$ cat config.mk
export PLATFORM = sky130hd
export DESIGN_NAME = decoder_scan_ctrl_flat
export DESIGN_NICKNAME = d
export VERILOG_FILES = /design/src/rtl/decoder_scan_ctrl_if.sv /design/src/rtl/decoder_scan_ctrl.sv /design/src/flat_wrapper.sv
export SDC_FILE = /design/constraint.sdc
export NUM_CORES = 1
export LEC_CHECK = 0
export ABC_AREA = 0
export CAP_MARGIN = 15
export CORE_ASPECT_RATIO = 1.75
export CORE_MARGIN = 2
export CORE_UTILIZATION = 40
export CTS_BUF_LIST = sky130_fd_sc_hd__clkbuf_2 sky130_fd_sc_hd__clkbuf_4 sky130_fd_sc_hd__clkbuf_8
export DETAILED_ROUTE_END_ITERATION = 8
export PLACE_DENSITY_LB_ADDON = 0.25
export SLEW_MARGIN = 0
export SYNTH_ARGS = -nofsm -noshare
export SYNTH_HDL_FRONTEND = slang
export SYNTH_SLANG_ARGS = --single-unit
$ cat constraint.sdc
create_clock -name clk -period 3.1 [get_ports clk]
set_input_delay 0.62 -clock clk [delete_from_list [all_inputs] [get_ports clk]]
set_output_delay 0.62 -clock clk [all_outputs]
set_load 0.005 [all_outputs]
$ cat src/rtl/decoder_scan_ctrl_if.sv
// Bundle between the scan controller and its requester: control inputs plus
// the registered 3-8 decoder pin drive and status.
interface decoder_scan_ctrl_if #(
    parameter int DWELL_W = 8
);
    logic               start;
    logic               stop;
    logic [7:0]         chan_mask;
    logic [DWELL_W-1:0] dwell;
    logic               E1_n;
    logic               E2_n;
    logic               E3;
    logic               A2;
    logic               A1;
    logic               A0;
    logic               busy;
    logic               frame_done;

    modport master (
        output start, stop, chan_mask, dwell,
        input  E1_n, E2_n, E3, A2, A1, A0, busy, frame_done
    );

    modport slave (
        input  start, stop, chan_mask, dwell,
        output E1_n, E2_n, E3, A2, A1, A0, busy, frame_done
    );
endinterface

$ cat src/rtl/decoder_scan_ctrl.sv
// Round-robin channel scanner for a 3-8 active-low decoder, with a one-cycle
// blanking gap around every address change so no two outputs overlap.
module decoder_scan_ctrl #(
    parameter int DWELL_W = 8
) (
    input  logic               clk,
    input  logic               rst,
    decoder_scan_ctrl_if.slave bus
);
    typedef enum logic [1:0] {IDLE, BLANK, DRIVE} state_t;

    // {E1_n, E2_n, E3}
    localparam logic [2:0] EN_ON  = 3'b001;
    localparam logic [2:0] EN_OFF = 3'b110;

    state_t             state;
    logic               stop_pend;
    logic [DWELL_W-1:0] cnt;
    logic [DWELL_W-1:0] dwell_q;
    logic [7:0]         mask_q;
    logic [2:0]         addr;
    logic [2:0]         en_q;
    logic               busy_q;
    logic               frame_done_q;
    logic [3:0]         nxt;

    function automatic logic [2:0] lowest_set(input logic [7:0] m);
        logic [2:0] r;
        r = 3'd0;
        for (int i = 7; i >= 0; i--)
            if (m[i]) r = 3'(i);
        return r;
    endfunction

    // {found, index} of the next set bit strictly above cur; found=0 means wrap.
    function automatic logic [3:0] next_above(input logic [7:0] m, input logic [2:0] cur);
        logic [3:0] r;
        r = 4'd0;
        for (int i = 7; i >= 0; i--)
            if (i > int'(cur) && m[i]) r = {1'b1, 3'(i)};
        return r;
    endfunction

    assign nxt = next_above(mask_q, addr);

    always_ff @(posedge clk) begin
        if (rst) begin
            state        <= IDLE;
            stop_pend    <= 1'b0;
            cnt          <= '0;
            dwell_q      <= '0;
            mask_q       <= '0;
            addr         <= 3'd0;
            en_q         <= EN_OFF;
            busy_q       <= 1'b0;
            frame_done_q <= 1'b0;
        end else begin
            frame_done_q <= 1'b0;
            case (state)
                IDLE: begin
                    if (bus.start && !bus.stop && bus.chan_mask != 8'd0) begin
                        mask_q  <= bus.chan_mask;
                        dwell_q <= bus.dwell;
                        addr    <= lowest_set(bus.chan_mask);
                        state   <= BLANK;
                        busy_q  <= 1'b1;
                    end
                end
                BLANK: begin
                    if (bus.stop) begin
                        state     <= IDLE;
                        busy_q    <= 1'b0;
                        stop_pend <= 1'b0;
                    end else begin
                        state <= DRIVE;
                        cnt   <= '0;
                        en_q  <= EN_ON;
                    end
                end
                DRIVE: begin
                    if (cnt != dwell_q) begin
                        cnt <= cnt + 1'b1;
                        if (bus.stop) stop_pend <= 1'b1;
                    end else begin
                        en_q <= EN_OFF;
                        if (stop_pend || bus.stop) begin
                            state     <= IDLE;
                            busy_q    <= 1'b0;
                            stop_pend <= 1'b0;
                        end else if (nxt[3]) begin
                            addr  <= nxt[2:0];
                            state <= BLANK;
                        end else begin
                            // Frame end: pick up new mask/dwell only here.
                            frame_done_q <= 1'b1;
                            mask_q       <= bus.chan_mask;
                            dwell_q      <= bus.dwell;
                            if (bus.chan_mask == 8'd0) begin
                                state  <= IDLE;
                                busy_q <= 1'b0;
                            end else begin
                                addr  <= lowest_set(bus.chan_mask);
                                state <= BLANK;
                            end
                        end
                    end
                end
                default: begin
                    state  <= IDLE;
                    en_q   <= EN_OFF;
                    busy_q <= 1'b0;
                end
            endcase
        end
    end

    assign bus.E1_n       = en_q[2];
    assign bus.E2_n       = en_q[1];
    assign bus.E3         = en_q[0];
    assign bus.A2         = addr[2];
    assign bus.A1         = addr[1];
    assign bus.A0         = addr[0];
    assign bus.busy       = busy_q;
    assign bus.frame_done = frame_done_q;
endmodule
$ cat src/flat_wrapper.sv
// flat-port wrapper written by rule: the top's interface ports become plain ports
module decoder_scan_ctrl_flat 
#(
    parameter int DWELL_W = 8
)
  (clk, rst, bus_start, bus_stop, bus_chan_mask, bus_dwell, bus_E1_n, bus_E2_n, bus_E3, bus_A2, bus_A1, bus_A0, bus_busy, bus_frame_done);
  decoder_scan_ctrl_if #(.DWELL_W(DWELL_W)) bus_i ();
  input  logic clk;
  input  logic rst;
  input wire logic [$bits(bus_i.start)-1:0] bus_start;
  input wire logic [$bits(bus_i.stop)-1:0] bus_stop;
  input wire logic [$bits(bus_i.chan_mask)-1:0] bus_chan_mask;
  input wire logic [$bits(bus_i.dwell)-1:0] bus_dwell;
  output wire logic [$bits(bus_i.E1_n)-1:0] bus_E1_n;
  output wire logic [$bits(bus_i.E2_n)-1:0] bus_E2_n;
  output wire logic [$bits(bus_i.E3)-1:0] bus_E3;
  output wire logic [$bits(bus_i.A2)-1:0] bus_A2;
  output wire logic [$bits(bus_i.A1)-1:0] bus_A1;
  output wire logic [$bits(bus_i.A0)-1:0] bus_A0;
  output wire logic [$bits(bus_i.busy)-1:0] bus_busy;
  output wire logic [$bits(bus_i.frame_done)-1:0] bus_frame_done;
  assign bus_i.start = bus_start;
  assign bus_i.stop = bus_stop;
  assign bus_i.chan_mask = bus_chan_mask;
  assign bus_i.dwell = bus_dwell;
  assign bus_E1_n = bus_i.E1_n;
  assign bus_E2_n = bus_i.E2_n;
  assign bus_E3 = bus_i.E3;
  assign bus_A2 = bus_i.A2;
  assign bus_A1 = bus_i.A1;
  assign bus_A0 = bus_i.A0;
  assign bus_busy = bus_i.busy;
  assign bus_frame_done = bus_i.frame_done;
  decoder_scan_ctrl #(.DWELL_W(DWELL_W)) u_core (.clk(clk), .rst(rst), .bus(bus_i));
endmodule
[Word-level counts from Yosys, hierarchy flattened]
Index checks and enable logic that the tools add are counted.
Cells by class
  add/subtract/negate cells: 1
  order comparisons: 7
  div/mod/pow operators: 0
  multipliers: 0
  muxes and demuxes: 56
  eq/ne operators: 15
  bitwise gates (word level): 2
  shifts and indexed selects: 0
  reduce and logical (&&, ||, !) cells: 24
Operator list (count)
  $mux W8: 10
  $pmux W8 S2: 3
  $mux W3: 15
  $mux W4: 7
  $reduce_and A5 Y1: 3
  $gt A3 B3 Y1 const A: 4
  $mux W1: 11
  $mux W2: 5
  $ne A2 B2 Y1 const B: 5
  $logic_and A1 B1 Y1: 9
  $pmux W3 S3: 1
  $add A8 B1 Y8 const B: 1
  $logic_not A8 Y1: 1
  $ne A8 B8 Y1: 1
  $reduce_bool A8 Y1: 1
  $gt A2 B3 Y1 const A: 2
  $ne A3 B1 Y1 const B: 2
  $ne A3 B3 Y1 const B: 2
  $pmux W2 S3: 1
  $pmux W3 S2: 1
  $reduce_and A3 Y1: 2
  $ne A2 B1 Y1 const B: 2
  $reduce_and A4 Y1: 1
  $reduce_bool A2 Y1: 2
  other kinds (12): 13
Storage, ports and cells
  output and inout port bits: 8
  memories kept: 0
  bits in writable memories: 0
  register bits: 35
  bits in read-only memories: 0
  bits of input ports: 20
  latch bits: 0

[Logic depth before layout (Yosys ltp)]
Gate-level depths: netlist of the first run.
  depth after elaboration: 13
  mapped depth: 9

[Least setup slack after synthesis of the first run]
Ideal clock, no wire load.
  path type: in2reg
  start point: input bus_chan_mask[1]
  end point: register u_core.addr[1]
  stages: 6
  slack: 940 ps
  data arrival time: 2027 ps
  buffers on the path: 0
  library setup time: 133 ps
  cell sequence: or4_4 > nor4_4 > nand3_1 > a32o_2 > o21ai_0 > a31oi_1
On the way
  cells in the longest elaborated chain, start to end: 7
  elaborated cells on any way between the ends: 14
  classes of those cells: eq/ne: 2; mux: 8; reduce/logical: 4
Ends and longest elaborated chain
  start: declaration: RTL line flat_wrapper.sv:12  | input wire logic [$bits(bus_i.chan_mask)-1:0] bus_chan_mask;
  $mux W3 (2 in a row): RTL line decoder_scan_ctrl.sv:31  | if (m[i]) r = 3'(i);
  $mux W3: RTL line decoder_scan_ctrl.sv:98  | if (bus.chan_mask == 8'd0) begin
  $mux W3: RTL line decoder_scan_ctrl.sv:90  | end else if (nxt[3]) begin
  $mux W3: RTL line decoder_scan_ctrl.sv:86  | if (stop_pend || bus.stop) begin
  $mux W3: RTL line decoder_scan_ctrl.sv:81  | if (cnt != dwell_q) begin
  $pmux W3 S2: RTL line decoder_scan_ctrl.sv:59  | case (state)
  end signal: assignment: RTL line decoder_scan_ctrl.sv:64  | addr <= lowest_set(bus.chan_mask);
  end signal: assignment: RTL line decoder_scan_ctrl.sv:91  | addr <= nxt[2:0];
  end signal: assignment: RTL line decoder_scan_ctrl.sv:102  | addr <= lowest_set(bus.chan_mask);
  end: declaration: RTL line decoder_scan_ctrl.sv:21  | logic [2:0] addr;
Parallel ways exist; a longest one is shown, timed or not. The select of a mux whose other input is x is not followed.
A chain may end at the register's enable or synchronous reset.

[Worst setup path after layout of the first run]
Same ends and word-level chain as after synthesis.

==> results of run 1 <==
[worst reg2reg max path, stage by stage, from the launching register on]
cell      delay [ns]
dfxtp_1         0.34
inv_1           0.09
ha_1            0.26
inv_2           0.10
or3_4           0.41
nor3_4          0.21
nand2_1         0.15
a21boi_4        0.59
mux2i_1         0.27
[cell usage after synthesis (all sizes together), types with 2 or more instances]
library cell	count	area (sq um)
or4	2	22.5
xor2	2	17.5
and2	3	20.0
o31a	2	17.5
dfxtp	33	661
a21oi	11	55.1
or2b	2	17.5
nor3	7	51.3
nand2b	5	31.3
ha	5	62.6
or3	5	36.3
nor2	21	78.8
nand2	40	150
o21a	2	15.0
nand4	3	18.8
inv	9	33.8
xnor2	11	96.3
o22ai	3	18.8
o21ai	9	45.0
o311ai	2	17.5
mux2i	20	200
buf	3	30.0
clkbuf	4	25.0
nand3	6	30.0
a21boi	3	33.8
[layer usage]
| metal | vias to the layer above | share of wire, % |
|---|---|---|
| met2 | 24 | 53 |
| li1 | 868 | - |
| met5 | - | 0 |
| met1 | 798 | 40 |
| met3 | 15 | 2.5 |
| met4 | 0 | 4.4 |
[logic make-up after synthesis]
family                   count (synthesis)
AND/OR/NAND/NOR                        101
AO/OA/AOI/OAI                           43
flip-flops                              33
multiplexers                            20
buffers and inverters                   17
XOR/XNOR                                13
adder cells (fa/ha/maj)                  5
[metrics by stage]
stage / util [%] / cells / setup slack, ns / total power [mW] / hold WS [ns]
5_1_grt: 50.3 / 314 / 0.465 / 1.51 / 0.507
6_report: 50.3 / 314 / 0.608 / 1.42 / 0.476
3_3_place_gp: 48.1 / 307 / 0.342 / 1.03 / 0.461
2_1_floorplan: - / 232 / 0.940 / 0.905 / 0.448
3_5_place_dp: 48.1 / 307 / 0.309 / 1.03 / 0.457
4_1_cts: 50.3 / 314 / 0.611 / 1.43 / 0.479
[how the worst max path moves through the flow]
stage | from | end | slack [ns] | cells past startpoint
2_1_floorplan | bus_chan_mask[1] | u_core.addr[1] | 0.94 | 6
3_3_place_gp | bus_chan_mask[1] | u_core.addr[1] | 0.34 | 7
3_5_place_dp | bus_chan_mask[1] | u_core.addr[1] | 0.31 | 7
4_1_cts | bus_chan_mask[1] | u_core.addr[1] | 0.61 | 7
5_1_grt | u_core.state[0] | u_core.mask_q[4] | 0.46 | 8
6_report | bus_chan_mask[1] | u_core.addr[1] | 0.61 | 7
[flip-flops by register name, summed over array words and instances, names as in the netlist]
name                   flops
u_core.stop_pend           1
u_core.en_q                2
u_core.addr                3
u_core.bus.busy            1
u_core.bus.frame_done      1
u_core.state               2
u_core.cnt                 8
u_core.dwell_q             8
u_core.mask_q              7
[power groups by stage]
| stage | clock (mW) | combinational [mW] | sequential (mW) |
|---|---|---|---|
| 3_5_place_dp | 0 | 0.482 | 0.553 |
| 4_1_cts | 0.403 | 0.486 | 0.543 |
| 3_3_place_gp | 0 | 0.475 | 0.553 |
| 2_1_floorplan | 0 | 0.372 | 0.533 |
| 6_report | 0.397 | 0.482 | 0.542 |
| 5_1_grt | 0.425 | 0.536 | 0.552 |
[area by class of cell]
class	instances	share of cell area, %
Multi-Input combinational cell	182	51.0
Sequential cell	33	27.9
Timing Repair Buffer	30	12.4
Clock buffer	5	2.91
Tap cell	52	2.75
Inverter	10	1.59
Clock inverter	2	1.48
==> results.yml, run 1 <==
worst_setup_path:
  end_kind: "flop"
  critPathArrivalTime_ns: 2.64
  crit_buf_inv: 1
  cp_slowest_cell: "or4_4"
  timing.rr.start: "u_core.state[0]"
  crit_chain: "clkdlybuf4s50_1 -> or4_4 -> nor4_4 -> nand3_1 -> a32o_2 -> o21ai_0 -> a31oi_1"
  cp-start-kind: "input pin"
  ff2ff_setup_slack_ns: 0.62
  crit_type: "input pin to flop"
  crit_fanout: 5
  crit_required_ns: 3.25
  rr_endpoint: "u_core.dwell_q[1]"
  r2r_cells: 8
  cp_top_family: "simple AND/OR/NAND/NOR gates"
  slowest_delay_ns: 0.59
floorplan:
  die-area_sq_um: 5500
  die_x_um: 56.9
  fp.coreArea_sq_um: 4710
  initial_core_util_pct: 41.6
  io_pins: 28
  die_h_um: 96.6
  core.rowCount: 33
cells_and_area:
  final_common_cell: "nand2_1"
  seq_area_sq_um: 661
  syn_to_final_growth_pct: 20.8
  nFillCells: 480
  final_cell_area_sq_um: 2370
  antenna_cells: 0
  multi_input_area_sq_um: 1210
  nets: 287
  layout_common_cells: "nand2_1, dfxtp_1, clkdlybuf4s50_1, nor2_1, mux2i_1"
  layout-drive-gt1-share_pct: 10.3
clock_tree:
  cts_buffer_depth: 2
  clk_pin_slew_worst_paths_ns: 0.08
  h-tree-depth: 2
  insertion_delay_ns: 0.30
  cts.sinks: 33
  cts_resized: 0
  cts_made_buffers: 5
  cts_tree: "done"
  ctsHoldBuffers: 0
  post_cts_buffers: 0
  clk_root_buffer_cell: "clkbuf_8"
synth:
  synth_cells: 232
  synthXorXnorAreaFrac_pct: 5.81
  async_flop_share_pct: 0
  yosys.area_share.simple_pct: 26.8
  netlist_area_sq_um: 1960
  yosysUniqueCellTypes: 53
  ys_seq_area_share_pct: 33.7
  ys_warn_count: 0
  yosys-mux-area-fraction_pct: 10.2
  avgSynthCellArea_sq_um: 8.45
  synthFlopType: "dfxtp_1"
  yosys_register_bits: 33
  synth_top_family_by_area: "simple AND/OR/NAND/NOR gates"
  synth_nets: 257
  synth-compound-area-share_pct: 15.6
  synth_edf_count: 0
  synthAdderAreaFrac_pct: 3.19
grt:
  antenna_found_initial: 0
  grt_max_degree: 33
  grt_busiest_layer: "met2"
  grt_pass1_vias: 1681
  gr-usage-met1_pct: 17.5
  use_met2_pct: 32.0
  use_met3_pct: 2.93
  grt-ovfl-total: 0
  grt_pass1_wl_mm: 7.27
  grt_usage_pct: 17.3
placement:
  postPlaceCellArea_sq_um: 2260
  gp_congestion: 0.821
  io_buffers: 27
  hpwl_mm: 3.29
drt:
  drtIter0Drc: 71
  ant_nets: 0
  wl_per_cell_um: 13.9
  via_per_inst: 5.43
  dr.pass1.iters: 5
  wl_mm: 4.35
  drc_errors: 0
  vias: 1705
sta:
  fin_crit_sh_pct: 80.4
  timing.fmax_mhz: 401
  finClkSkew_ns: 0.0131
  setup_tns_ns: 0
  rsz0062_at_grt: "no"
  relSlewSlack_pct: 44.9
  worst_pin_slew_ns: 0.816
  finalHoldViolCount: 0
  slew_viol_final: 0
  period_minus_slack_ns: 2.49
  setup_violations: 0
run_status:
  status: "complete, no violations"
power_and_ir_drop:
  p_int_mw: 0.951
  p_sw_mw: 0.470
  p_clk_share_pct: 27.9
  seqPwrFrac_pct: 38.1
  vdd_drop_max_mv: 0.377
  p_leak_nw: 0.897
  pwr-share-comb_pct: 33.9
  p_per_area_nw_per_um2: 601
  swShare_pct: 33.1
hold_path:
  hold_end: "u_core.dwell_q[0]"
  hold_depth: 2
  min_from: "u_core.dwell_q[0]"
  hold_path_class: "flop to flop"
job:
  drv_cap: 0
No activity file was read; power rests on OpenSTA's default activity.
==> inputs of run 2 (changes only) <==
==> constraint.sdc (replaced) <==
create_clock -name clk -period 2.6 [get_ports clk]
set_input_delay 0.52 -clock clk [delete_from_list [all_inputs] [get_ports clk]]
set_output_delay 0.52 -clock clk [all_outputs]
set_load 0.005 [all_outputs]
==> run 2 against run 1 <==
Compared with the run above:
- flip-flop and latch count unchanged
- utilization increased by 2.7 points
- critical path depth unchanged
- clock skew decreased by 0.0028 ns
- non-clock buffer count increased by 14
- via count increased by 3.6%
- first-iteration DRC count decreased by 37%
- sequential power increased by 18%
- critical endpoint unchanged
- largest cell class unchanged
==> results.yml, run 2 (same netlist as run 1, synthesis figures left out) <==
floorplan:
  initial_core_util_pct: 41.6
  fp.coreArea_sq_um: 4710
  die_x_um: 56.9
  die-area_sq_um: 5500
  core.rowCount: 33
  die_h_um: 96.6
  io_pins: 28
sta:
  timing.fmax_mhz: 423
  setup_violations: 0
  relSlewSlack_pct: 46.8
  period_minus_slack_ns: 2.36
  whs_ns: 0.476
  setup_tns_ns: 0
  slew_viol_final: 0
  finClkSkew_ns: 0.0103
  finalHoldViolCount: 0
  worst_pin_slew_ns: 0.788
  fin_crit_sh_pct: 90.9
  setup_ws_ns: 0.237
  rsz0062_at_grt: "no"
worst_setup_path:
  timing.rr.start: "u_core.cnt[0]"
  ff2ff_setup_slack_ns: 0.44
  rr_endpoint: "u_core.cnt[7]"
  critPathArrivalTime_ns: 2.50
  r2r_cells: 6
  end_kind: "flop"
  crit_start: "bus_chan_mask[2]"
  crit_type: "input pin to flop"
  crit_required_ns: 2.74
  cp-start-kind: "input pin"
  crit_fanout: 5
cells_and_area:
  syn_to_final_growth_pct: 27.3
  nets: 301
  layout_common_cells: "nand2_1, dfxtp_1, clkdlybuf4s50_1, nor2_1, mux2i_1"
  final_common_cell: "nand2_1"
  layout-drive-gt1-share_pct: 15.2
  reg_top3: "u_core.cnt (8), u_core.dwell_q (8), u_core.mask_q (7)"
  antenna_cells: 0
drt:
  drtIter0Drc: 45
  drc_errors: 0
  wl_mm: 4.61
  dr.pass1.iters: 4
  wl_per_cell_um: 14.0
  vias: 1767
  via_per_inst: 5.37
  ant_nets: 0
clock_tree:
  clk_root_buffer_cell: "clkbuf_8"
  cts.sinks: 33
  cts_made_buffers: 5
  insertion_delay_ns: 0.29
  cts_tree: "done"
  clk_pin_slew_worst_paths_ns: 0.07
  h-tree-depth: 2
  cts_resized: 0
  cts_buffer_depth: 2
hold_path:
  min_from: "u_core.dwell_q[3]"
  hold_path_class: "flop to flop"
  hold_end: "u_core.dwell_q[3]"
  hold_depth: 2
grt:
  grt_pass1_wl_mm: 7.77
  grt_usage_pct: 18.3
  antenna_found_initial: 0
  grt-ovfl-total: 0
  grt_max_degree: 29
  grt_pass1_vias: 1769
power_and_ir_drop:
  p_per_area_nw_per_um2: 709
  p_total_mw: 1.77
  p_leak_nw: 0.970
  vdd_drop_max_mv: 0.511
job:
  drv_cap: 0
placement:
  place_ws_ns: -0.0479
  gp_congestion: 0.890
  hpwl_mm: 3.56
  io_buffers: 27
run_status:
  status: "complete, no violations"
run 2: per-layer routing:
| layer | up-vias | track usage (%) | share of wire (%) |
|---|---|---|---|
| met4 | 0 | 10.7 | 4.4 |
| li1 | 899 | - | - |
| met5 | - | 0 | 0 |
| met1 | 810 | 18.6 | 38 |
| met2 | 40 | 34.1 | 54 |
| met3 | 18 | 3.33 | 3.5 |
run 2: worst max-delay path by stage:
stage / to / slack (ns) / depth (start not counted)
after floorplan: u_core.addr[1] / 0.54 / 6
after global placement: u_core.addr[1] / -0.02 / 7
after detailed placement: u_core.dwell_q[6] / -0.05 / 6
after CTS: u_core.dwell_q[6] / 0.17 / 8
after global routing: u_core.addr[1] / 0.08 / 7
final: u_core.addr[1] / 0.24 / 7
run 2: final cells by class:
cell class | instances | area (sq um)
flip-flops and latches | 33 | 661
repair buffers | 44 | 410
clock buffers | 5 | 68.8
fillers | 466 | 2210
clock inverters | 3 | 46.3
multi-input cells | 182 | 1210
well taps | 52 | 65.1
inverters | 10 | 37.5
run 2: critical path, cell delays in order:
cell	delay (ns)
clkdlybuf4s50_1	0.45
or4_4	0.57
nor4_4	0.31
nand3_1	0.11
a32o_2	0.32
o21ai_0	0.16
a31oi_1	0.06
run 2: power by group:
part	leakage, nW	internal (mW)	switching [mW]
Clock	0.0543	0.287	0.205
Sequential	0.269	0.575	0.0673
Combinational	0.646	0.319	0.315
run 2: per-stage QoR:
step | cell area (sq um) | std cells | utilization, %
after floorplan | 1960 | 232 | -
after global placement | 2360 | 320 | 50.1
after detailed placement | 2360 | 320 | 50.1
after CTS | 2470 | 328 | 52.6
after global routing | 2490 | 329 | 53.0
final | 2490 | 329 | 53.0
run 2: timing repair:
| item | 4_1_cts | 5_1_grt |
|---|---|---|
| hold buffers | 0 | 0 |
| buffers inserted | 0 | 1 |
| endpoints found under the hold margin | 0 | 0 |
| endpoints found under the setup margin | 0 | 3 |
==> inputs of run 3 (changes only) <==
--- a/config.mk
+++ b/config.mk
@@ -6,7 +6,7 @@
 export NUM_CORES = 1
 export LEC_CHECK = 0
 export ABC_AREA = 0
-export CAP_MARGIN = 15
+export CAP_MARGIN = 30
 export CORE_ASPECT_RATIO = 1.75
 export CORE_MARGIN = 2
 export CORE_UTILIZATION = 40
==> results of run 3 <==
No change in the layout: final DEF, timing and power equal those of run 2.
